`src/rtl/char_buffer_controller.sv`:
```
// Write-side owner of the character RAM: power-on clear, then edit commands become one RAM write per cycle.
// Writes start the cycle after accept; cmd_ready stays low until the cycle after the last write, and requests made while busy are ignored.
module char_buffer_controller #(
   parameter int          ROWS      = 24,
   parameter int          COLS      = 80,
   parameter int          ROW_BITS  = 5,
   parameter int          COL_BITS  = 7,
   parameter int          ADDR_BITS = 11,
   parameter logic [7:0]  BLANK     = 8'h20
) (
   input  logic                 clk,
   input  logic                 reset_n,
   input  logic                 cmd_valid,
   output logic                 cmd_ready,
   input  logic [2:0]           cmd_op,
   input  logic [COL_BITS-1:0]  cmd_x,
   input  logic [ROW_BITS-1:0]  cmd_y,
   input  logic [7:0]           cmd_char,
   output logic                 cmd_done,
   output logic                 busy,
   output logic                 wr_en,
   output logic [ADDR_BITS-1:0] wr_addr,
   output logic [7:0]           wr_data,
   output logic [ROW_BITS-1:0]  top_row
);

   localparam int CNT_BITS  = ADDR_BITS + 1;
   localparam int RSUM_BITS = ROW_BITS + 1;

   localparam logic [2:0] OP_WRITE  = 3'd0;
   localparam logic [2:0] OP_SCROLL = 3'd1;
   localparam logic [2:0] OP_EOL    = 3'd2;
   localparam logic [2:0] OP_EOS    = 3'd3;
   localparam logic [2:0] OP_CLEAR  = 3'd4;

   localparam logic [COL_BITS-1:0]  COLS_C   = COL_BITS'(COLS);
   localparam logic [COL_BITS-1:0]  COL_LAST = COL_BITS'(COLS - 1);
   localparam logic [ROW_BITS-1:0]  ROWS_R   = ROW_BITS'(ROWS);
   localparam logic [ROW_BITS-1:0]  ROW_LAST = ROW_BITS'(ROWS - 1);
   localparam logic [RSUM_BITS-1:0] ROWS_W   = RSUM_BITS'(ROWS);
   localparam logic [ADDR_BITS-1:0] COLS_A   = ADDR_BITS'(COLS);
   localparam logic [CNT_BITS-1:0]  COLS_N   = CNT_BITS'(COLS);
   localparam logic [CNT_BITS-1:0]  TOTAL    = CNT_BITS'(ROWS * COLS);
   localparam logic [CNT_BITS-1:0]  CNT_ONE  = CNT_BITS'(1);
   localparam logic [CNT_BITS-1:0]  CNT_TWO  = CNT_BITS'(2);

   typedef enum logic [1:0] {S_INIT, S_IDLE, S_WRITE, S_FILL} state_t;

   // Constant table of row*COLS built from running sums, so no multiplier is inferred.
   function automatic logic [ADDR_BITS-1:0] f_row_base(input logic [ROW_BITS-1:0] row);
      logic [ADDR_BITS-1:0] acc;
      logic [ADDR_BITS-1:0] res;
      acc = '0;
      res = '0;
      for (int i = 0; i < ROWS; i++) begin
         if (row == ROW_BITS'(i)) res = acc;
         acc = acc + COLS_A;
      end
      return res;
   endfunction

   state_t                r_state, w_state_nxt;
   logic [COL_BITS-1:0]   r_col, w_col_nxt;
   logic [ROW_BITS-1:0]   r_phys, w_phys_nxt;
   logic [ADDR_BITS-1:0]  r_row_base, w_base_nxt;
   logic [CNT_BITS-1:0]   r_remain, w_remain_nxt;
   logic                  r_init, w_init_nxt;
   logic                  r_wr_en, w_wr_en_nxt;
   logic [ADDR_BITS-1:0]  r_wr_addr, w_wr_addr_nxt;
   logic [7:0]            r_wr_data, w_wr_data_nxt;
   logic                  r_cmd_done, w_done_nxt;
   logic                  r_cmd_ready, w_ready_nxt;
   logic                  r_busy;
   logic [ROW_BITS-1:0]   r_top_row, w_top_nxt;

   logic                  w_accept;
   logic                  w_x_ok, w_y_ok;
   logic [RSUM_BITS-1:0]  w_row_sum;
   logic [ROW_BITS-1:0]   w_cmd_phys;
   logic [ADDR_BITS-1:0]  w_x_ext;

   logic                  w_st_fill, w_st_we;
   logic [ROW_BITS-1:0]   w_st_phys;
   logic [COL_BITS-1:0]   w_st_col;
   logic [CNT_BITS-1:0]   w_st_cnt;
   logic [ROW_BITS-1:0]   w_top_cmd;
   logic [ADDR_BITS-1:0]  w_st_base, w_st_addr;

   logic                  w_last_col, w_last_row;
   logic [COL_BITS-1:0]   w_step_col;
   logic [ROW_BITS-1:0]   w_step_phys;
   logic [ADDR_BITS-1:0]  w_step_base, w_step_addr;

   assign w_accept   = cmd_valid && r_cmd_ready;
   assign w_x_ok     = cmd_x < COLS_C;
   assign w_y_ok     = cmd_y < ROWS_R;
   assign w_row_sum  = {1'b0, cmd_y} + {1'b0, r_top_row};
   assign w_cmd_phys = (w_row_sum >= ROWS_W) ? ROW_BITS'(w_row_sum - ROWS_W) : ROW_BITS'(w_row_sum);
   assign w_x_ext    = {{(ADDR_BITS-COL_BITS){1'b0}}, cmd_x};

   // Command decode: where the first write lands and how many writes follow.
   always_comb begin
      w_st_fill = 1'b0;
      w_st_we   = 1'b0;
      w_st_phys = w_cmd_phys;
      w_st_col  = cmd_x;
      w_st_cnt  = CNT_ONE;
      w_top_cmd = r_top_row;
      case (cmd_op)
         OP_WRITE: w_st_we = w_x_ok && w_y_ok;
         OP_SCROLL: begin
            w_st_fill = 1'b1;
            w_st_phys = r_top_row;
            w_st_col  = '0;
            w_st_cnt  = COLS_N;
            w_top_cmd = (r_top_row == ROW_LAST) ? '0 : r_top_row + ROW_BITS'(1);
         end
         OP_EOL: begin
            if (w_x_ok && w_y_ok) begin
               w_st_fill = 1'b1;
               w_st_cnt  = COLS_N - {{(CNT_BITS-COL_BITS){1'b0}}, cmd_x};
            end
         end
         OP_EOS: begin
            if (w_x_ok && w_y_ok) begin
               w_st_fill = 1'b1;
               w_st_cnt  = TOTAL - {1'b0, f_row_base(cmd_y) + w_x_ext};
            end
         end
         OP_CLEAR: begin
            w_st_fill = 1'b1;
            w_st_phys = '0;
            w_st_col  = '0;
            w_st_cnt  = TOTAL;
            w_top_cmd = '0;
         end
         default: ;
      endcase
   end

   assign w_st_base = f_row_base(w_st_phys);
   assign w_st_addr = w_st_base + {{(ADDR_BITS-COL_BITS){1'b0}}, w_st_col};

   // Fill walker: column wraps into the next physical row, last row wraps to row 0.
   assign w_last_col  = r_col == COL_LAST;
   assign w_last_row  = r_phys == ROW_LAST;
   assign w_step_col  = w_last_col ? '0 : r_col + COL_BITS'(1);
   assign w_step_phys = !w_last_col ? r_phys : (w_last_row ? '0 : r_phys + ROW_BITS'(1));
   assign w_step_base = !w_last_col ? r_row_base : (w_last_row ? '0 : r_row_base + COLS_A);
   assign w_step_addr = w_step_base + {{(ADDR_BITS-COL_BITS){1'b0}}, w_step_col};

   always_ff @(posedge clk or negedge reset_n) begin
      if (!reset_n) r_state <= S_INIT;
      else          r_state <= w_state_nxt;
   end

   always_comb begin
      w_state_nxt = r_state;
      case (r_state)
         S_INIT:  w_state_nxt = S_FILL;
         S_IDLE:  if (w_accept) w_state_nxt = w_st_fill ? S_FILL : S_WRITE;
         S_WRITE: w_state_nxt = S_IDLE;
         S_FILL:  if (r_remain == CNT_ONE) w_state_nxt = S_IDLE;
         default: w_state_nxt = S_INIT;
      endcase
   end

   always_comb begin
      w_wr_en_nxt   = 1'b0;
      w_wr_addr_nxt = r_wr_addr;
      w_wr_data_nxt = r_wr_data;
      w_done_nxt    = 1'b0;
      w_ready_nxt   = r_cmd_ready;
      w_top_nxt     = r_top_row;
      w_col_nxt     = r_col;
      w_phys_nxt    = r_phys;
      w_base_nxt    = r_row_base;
      w_remain_nxt  = r_remain;
      w_init_nxt    = r_init;
      case (r_state)
         S_INIT: begin
            w_wr_en_nxt   = 1'b1;
            w_wr_addr_nxt = '0;
            w_wr_data_nxt = BLANK;
            w_col_nxt     = '0;
            w_phys_nxt    = '0;
            w_base_nxt    = '0;
            w_remain_nxt  = TOTAL;
            w_init_nxt    = 1'b1;
            w_ready_nxt   = 1'b0;
         end
         S_IDLE: begin
            if (w_accept) begin
               w_ready_nxt = 1'b0;
               w_top_nxt   = w_top_cmd;
               if (w_st_fill) begin
                  w_wr_en_nxt   = 1'b1;
                  w_wr_addr_nxt = w_st_addr;
                  w_wr_data_nxt = BLANK;
                  w_col_nxt     = w_st_col;
                  w_phys_nxt    = w_st_phys;
                  w_base_nxt    = w_st_base;
                  w_remain_nxt  = w_st_cnt;
                  w_init_nxt    = 1'b0;
                  w_done_nxt    = w_st_cnt == CNT_ONE;
               end else begin
                  w_done_nxt = 1'b1;
                  if (w_st_we) begin
                     w_wr_en_nxt   = 1'b1;
                     w_wr_addr_nxt = w_st_addr;
                     w_wr_data_nxt = cmd_char;
                  end
               end
            end
         end
         S_WRITE: w_ready_nxt = 1'b1;
         S_FILL: begin
            if (r_remain == CNT_ONE) begin
               w_ready_nxt = 1'b1;
            end else begin
               w_wr_en_nxt   = 1'b1;
               w_wr_addr_nxt = w_step_addr;
               w_wr_data_nxt = BLANK;
               w_col_nxt     = w_step_col;
               w_phys_nxt    = w_step_phys;
               w_base_nxt    = w_step_base;
               w_remain_nxt  = r_remain - CNT_ONE;
               // The power-on clear completes silently.
               w_done_nxt    = (r_remain == CNT_TWO) && !r_init;
            end
         end
         default: ;
      endcase
   end

   always_ff @(posedge clk or negedge reset_n) begin
      if (!reset_n) begin
         r_wr_en     <= 1'b0;
         r_wr_addr   <= '0;
         r_wr_data   <= '0;
         r_cmd_done  <= 1'b0;
         r_cmd_ready <= 1'b0;
         r_busy      <= 1'b1;
         r_top_row   <= '0;
         r_col       <= '0;
         r_phys      <= '0;
         r_row_base  <= '0;
         r_remain    <= '0;
         r_init      <= 1'b1;
      end else begin
         r_wr_en     <= w_wr_en_nxt;
         r_wr_addr   <= w_wr_addr_nxt;
         r_wr_data   <= w_wr_data_nxt;
         r_cmd_done  <= w_done_nxt;
         r_cmd_ready <= w_ready_nxt;
         r_busy      <= !w_ready_nxt;
         r_top_row   <= w_top_nxt;
         r_col       <= w_col_nxt;
         r_phys      <= w_phys_nxt;
         r_row_base  <= w_base_nxt;
         r_remain    <= w_remain_nxt;
         r_init      <= w_init_nxt;
      end
   end

   assign wr_en     = r_wr_en;
   assign wr_addr   = r_wr_addr;
   assign wr_data   = r_wr_data;
   assign cmd_done  = r_cmd_done;
   assign cmd_ready = r_cmd_ready;
   assign busy      = r_busy;
   assign top_row   = r_top_row;

endmodule
```
`config.mk`:
```
export PLATFORM = sky130hd
export DESIGN_NAME = char_buffer_controller
export DESIGN_NICKNAME = d
export VERILOG_FILES = /design/src/rtl/char_buffer_controller.sv
export SDC_FILE = /design/constraint.sdc
export NUM_CORES = 1
export LEC_CHECK = 0
export ABC_AREA = 1
export ABC_CLOCK_PERIOD_IN_PS = 3750
export CAP_MARGIN = 20
export CORE_UTILIZATION = 35
export DETAILED_ROUTE_END_ITERATION = 6
export GPL_TIMING_DRIVEN = 1
export PLACE_DENSITY = 0.62
export REMOVE_ABC_BUFFERS = 1
export SKIP_CTS_REPAIR_TIMING = 1
export SYNTH_ARGS = -nofsm -noshare
export SYNTH_HDL_FRONTEND = slang
export SYNTH_SLANG_ARGS = --single-unit
export TNS_END_PERCENT = 10
```
`constraint.sdc`:
```
create_clock -name clk -period 3.75 [get_ports clk]
set_input_delay 0.75 -clock clk [delete_from_list [all_inputs] [get_ports clk]]
set_output_delay 0.75 -clock clk [all_outputs]
set_load 0.03 [all_outputs]
```
==> impl_metrics.toml, run 1 <==
[run_status]
status = "finished clean"

[timing]
fin_ws_ps = 187
final.setup.tns_ps = 0
fin_crit_sh_pct = 95.0
max_freq_ghz = 0.281
rsz0062_at_grt = "true"
maxSlewViolCount = 0
clock_skew_ps = 10.2
max_slew.worst_pin.slew_ps = 745
relSlewSlack_pct = 50.3
layout_min_cycle_time_ps = 3560
setup_viol = 0
finalHoldViolations = 0

[placed_design]
dpl.hpwl_um = 12100
place_area_um2 = 7010
gp_congestion = 0.858
dp_cells = 1170
io_buffer_count = 53
place_ws_ps = -585

[synthesis]
synthesis.area_um2 = 5620
synth_edf_count = 0
syn_area_per_cell_um2 = 6.75
seq_area_frac_synth_pct = 29.4
syn_inst = 833
synthArstFlopShare_pct = 100
synth_flop_cell = "dfrtp_1"
ys_warn_count = 0
synth_cell_types = 59
ys_ff_latch = 66

[worst_setup_path]
start_kind = "primary input"
r2r-start = "top_row[0]$_DFFE_PN0P_"
required_ps = 4040
crit_start = "cmd_y[0]"
cp-end-kind = "flop"
reg2regPathDepth = 27
path_max_fanout = 5
path_class = "primary input to flop"
arrival_ps = 3850

[floorplan]
dieArea_um2 = 16600
initial_utilization_pct = 36.4
die_height_um = 129
core-area_um2 = 15400
die_w_um = 129
fp-row-count = 45
pin_count = 54

[clock_tree]
htreeDepth = 3
clockBufferDepth = 2
numCtsBuffers = 9
cts_tree = "yes"
cts_num_sinks = 66
clock_latency_ps = 350
path_clk_slew_ps = 60
cts-root-buf = "clkbuf_16"

[cells_and_area]
area_growth_pct = 33.7
drive_gt1_share_pct = 18.8
design_area_um2 = 7510
final.fill_count = 1578
antenna_cells = 0
utilization_pct = 48.7
fin_cells = 1189
final_nets = 1029

[grt]
grt.overflow.total = 0
grt_max_degree = 39
grt_first_pass_wirelength_um = 25700
grt_pass1_vias = 5356
antenna_found_initial = 0
track_usage_pct = 19.6

[power]
p_leak_nw = 3.63
ir_worst_vdd_uv = 304
power_density_nw_per_um2 = 725

[flow_run]
max-cap-violations = 0

[routing]
first_pass_iters = 5
ant_nets = 0
wl_per_cell_um = 13.1
dr.first_iter.drc_count = 368
viasPerCell = 4.87
vias = 5796
drc = 0
routed_wirelength_um = 15600

[min_path]
hold_path.class = "primary input to async pin"
worst max-delay path, cell delays in order:
cell            delay [ps]
dlymetal6s2s_1         140
ha_2                   200
fa_2                   400
nand3_2                 90
nand2_1                 70
nand2_2                 60
nand2_1                 60
nand2_1                 70
nand2_1                 50
nand3_2                 70
nand2_4                 70
nor2_4                 150
nand2_2                 70
nor3_1                 130
inv_1                   70
o211ai_1               110
ha_2                   230
inv_1                   50
fa_2                   340
nor2_1                 100
inv_1                   60
nand2_1                 70
nand2_1                 70
nand2_1                 70
nand2_1                 40
o21ai_1                140
nand2_1                 60
nand2_1                 60
placed cells by master, fill, tap and decap left out, types with 3 or more instances in the layout:
cell and instances:
nand4_1 12, o21ai_0 69, a21oi_2 3, nand3_1 45, a21oi_1 25, nor2_2 7, o31ai_1 5, inv_2 10
dfrtp_1 64, a31oi_1 11, buf_4 93, clkdlybuf4s50_1 47, ha_1 21, a22o_1 3, nand2_4 4, o21ai_1 11
inv_1 119, nand3b_1 5, xor2_1 6, nor3_1 13, o22ai_1 9, xnor2_1 4, nand2_1 189, a22oi_1 4
clkbuf_16 9, ha_4 3, nand3_2 5, dlymetal6s2s_1 5, nor2_4 5, o211ai_1 4, nor2_1 108, nand3_4 3
nor4_2 3, nand2_2 4
synth_stat cells, drive strengths merged, types with 11 or more instances:
| library cell | count | area (µm²) |
|---|---|---|
| a21oi | 29 | 160 |
| a31oi | 11 | 68.8 |
| clkbuf | 12 | 45.0 |
| dfrtp | 64 | 1600 |
| ha | 26 | 325 |
| inv | 131 | 497 |
| nand2 | 197 | 772 |
| nand3 | 53 | 318 |
| nand4 | 13 | 87.6 |
| nor2 | 121 | 508 |
| nor3 | 15 | 85.1 |
| o21ai | 82 | 410 |
through the flow:
| stage | power, mW | hold slack [ps] |
|---|---|---|
| finish | 5.45 | 471 |
| global route | 6.00 | 504 |
| CTS | 5.41 | 481 |
| detailed placement | 4.45 | 466 |
| global placement | 4.39 | 457 |
| floorplan | 3.43 | 436 |
flip-flops by register name, summed over array words and instances, names as in the netlist:
signal and flops:
top_row 5, cmd_done 1, cmd_ready 1, r_state 2, r_init 1, busy 1
wr_data 8, wr_en 1, r_phys 5, wr_addr 11, r_row_base 11, r_col 7
r_remain 12
logic make-up after synthesis:
family                   share of synthesized area [%]
flip-flops                                        29.4
AND/OR/NAND/NOR                                   33.5
XOR/XNOR                                          1.71
buffers and inverters                             10.6
AO/OA/AOI/OAI                                     17.5
adder cells (fa/ha/maj)                           7.21
metal layers:
layer	track usage (%)	share of wire (%)	up-vias	routed length [µm]
li1	-	-	3021	-
met4	6.99	1.6	0	242
met1	26.2	50	2648	7730
met3	2.99	3.8	15	592
met5	0	0	-	0
met2	32.2	45	112	7030
layout make-up:
cell class | instances | area [µm²] | share of cell area (%)
Multi-Input combinational cell | 617 | 3500 | 46.6
Inverter | 131 | 497 | 6.61
Timing Repair Buffer | 148 | 1270 | 16.9
Clock inverter | 7 | 101 | 1.35
Sequential cell | 66 | 1650 | 22.0
Tap cell | 211 | 264 | 3.51
Clock buffer | 9 | 225 | 3.00
power breakdown:
part	switching (mW)	internal (mW)
sequential	0.208	1.04
combinational	1.97	1.29
clock	0.351	0.586
path summary, 6_finish.rpt:
path                            slack (ps)                        to
worst min-delay path                   470  r_remain[11]$_DFFE_PN0P_
worst min register to register         470    wr_addr[5]$_DFFE_PN0P_
max in group asynchronous             2560            busy$_DFF_PN1_
min in group clk                       470    wr_addr[5]$_DFFE_PN0P_
worst max-delay path                   190    wr_addr[8]$_DFFE_PN0P_
worst max register to register         330    wr_addr[8]$_DFFE_PN0P_
Note: power is estimated with default switching activity, not from simulation.
==> inputs of run 2 (changes only) <==
SLEW_MARGIN = 40   (was unset)
==> results of run 2 <==
Final layout, timing and power as in run 1 (identical DEF).
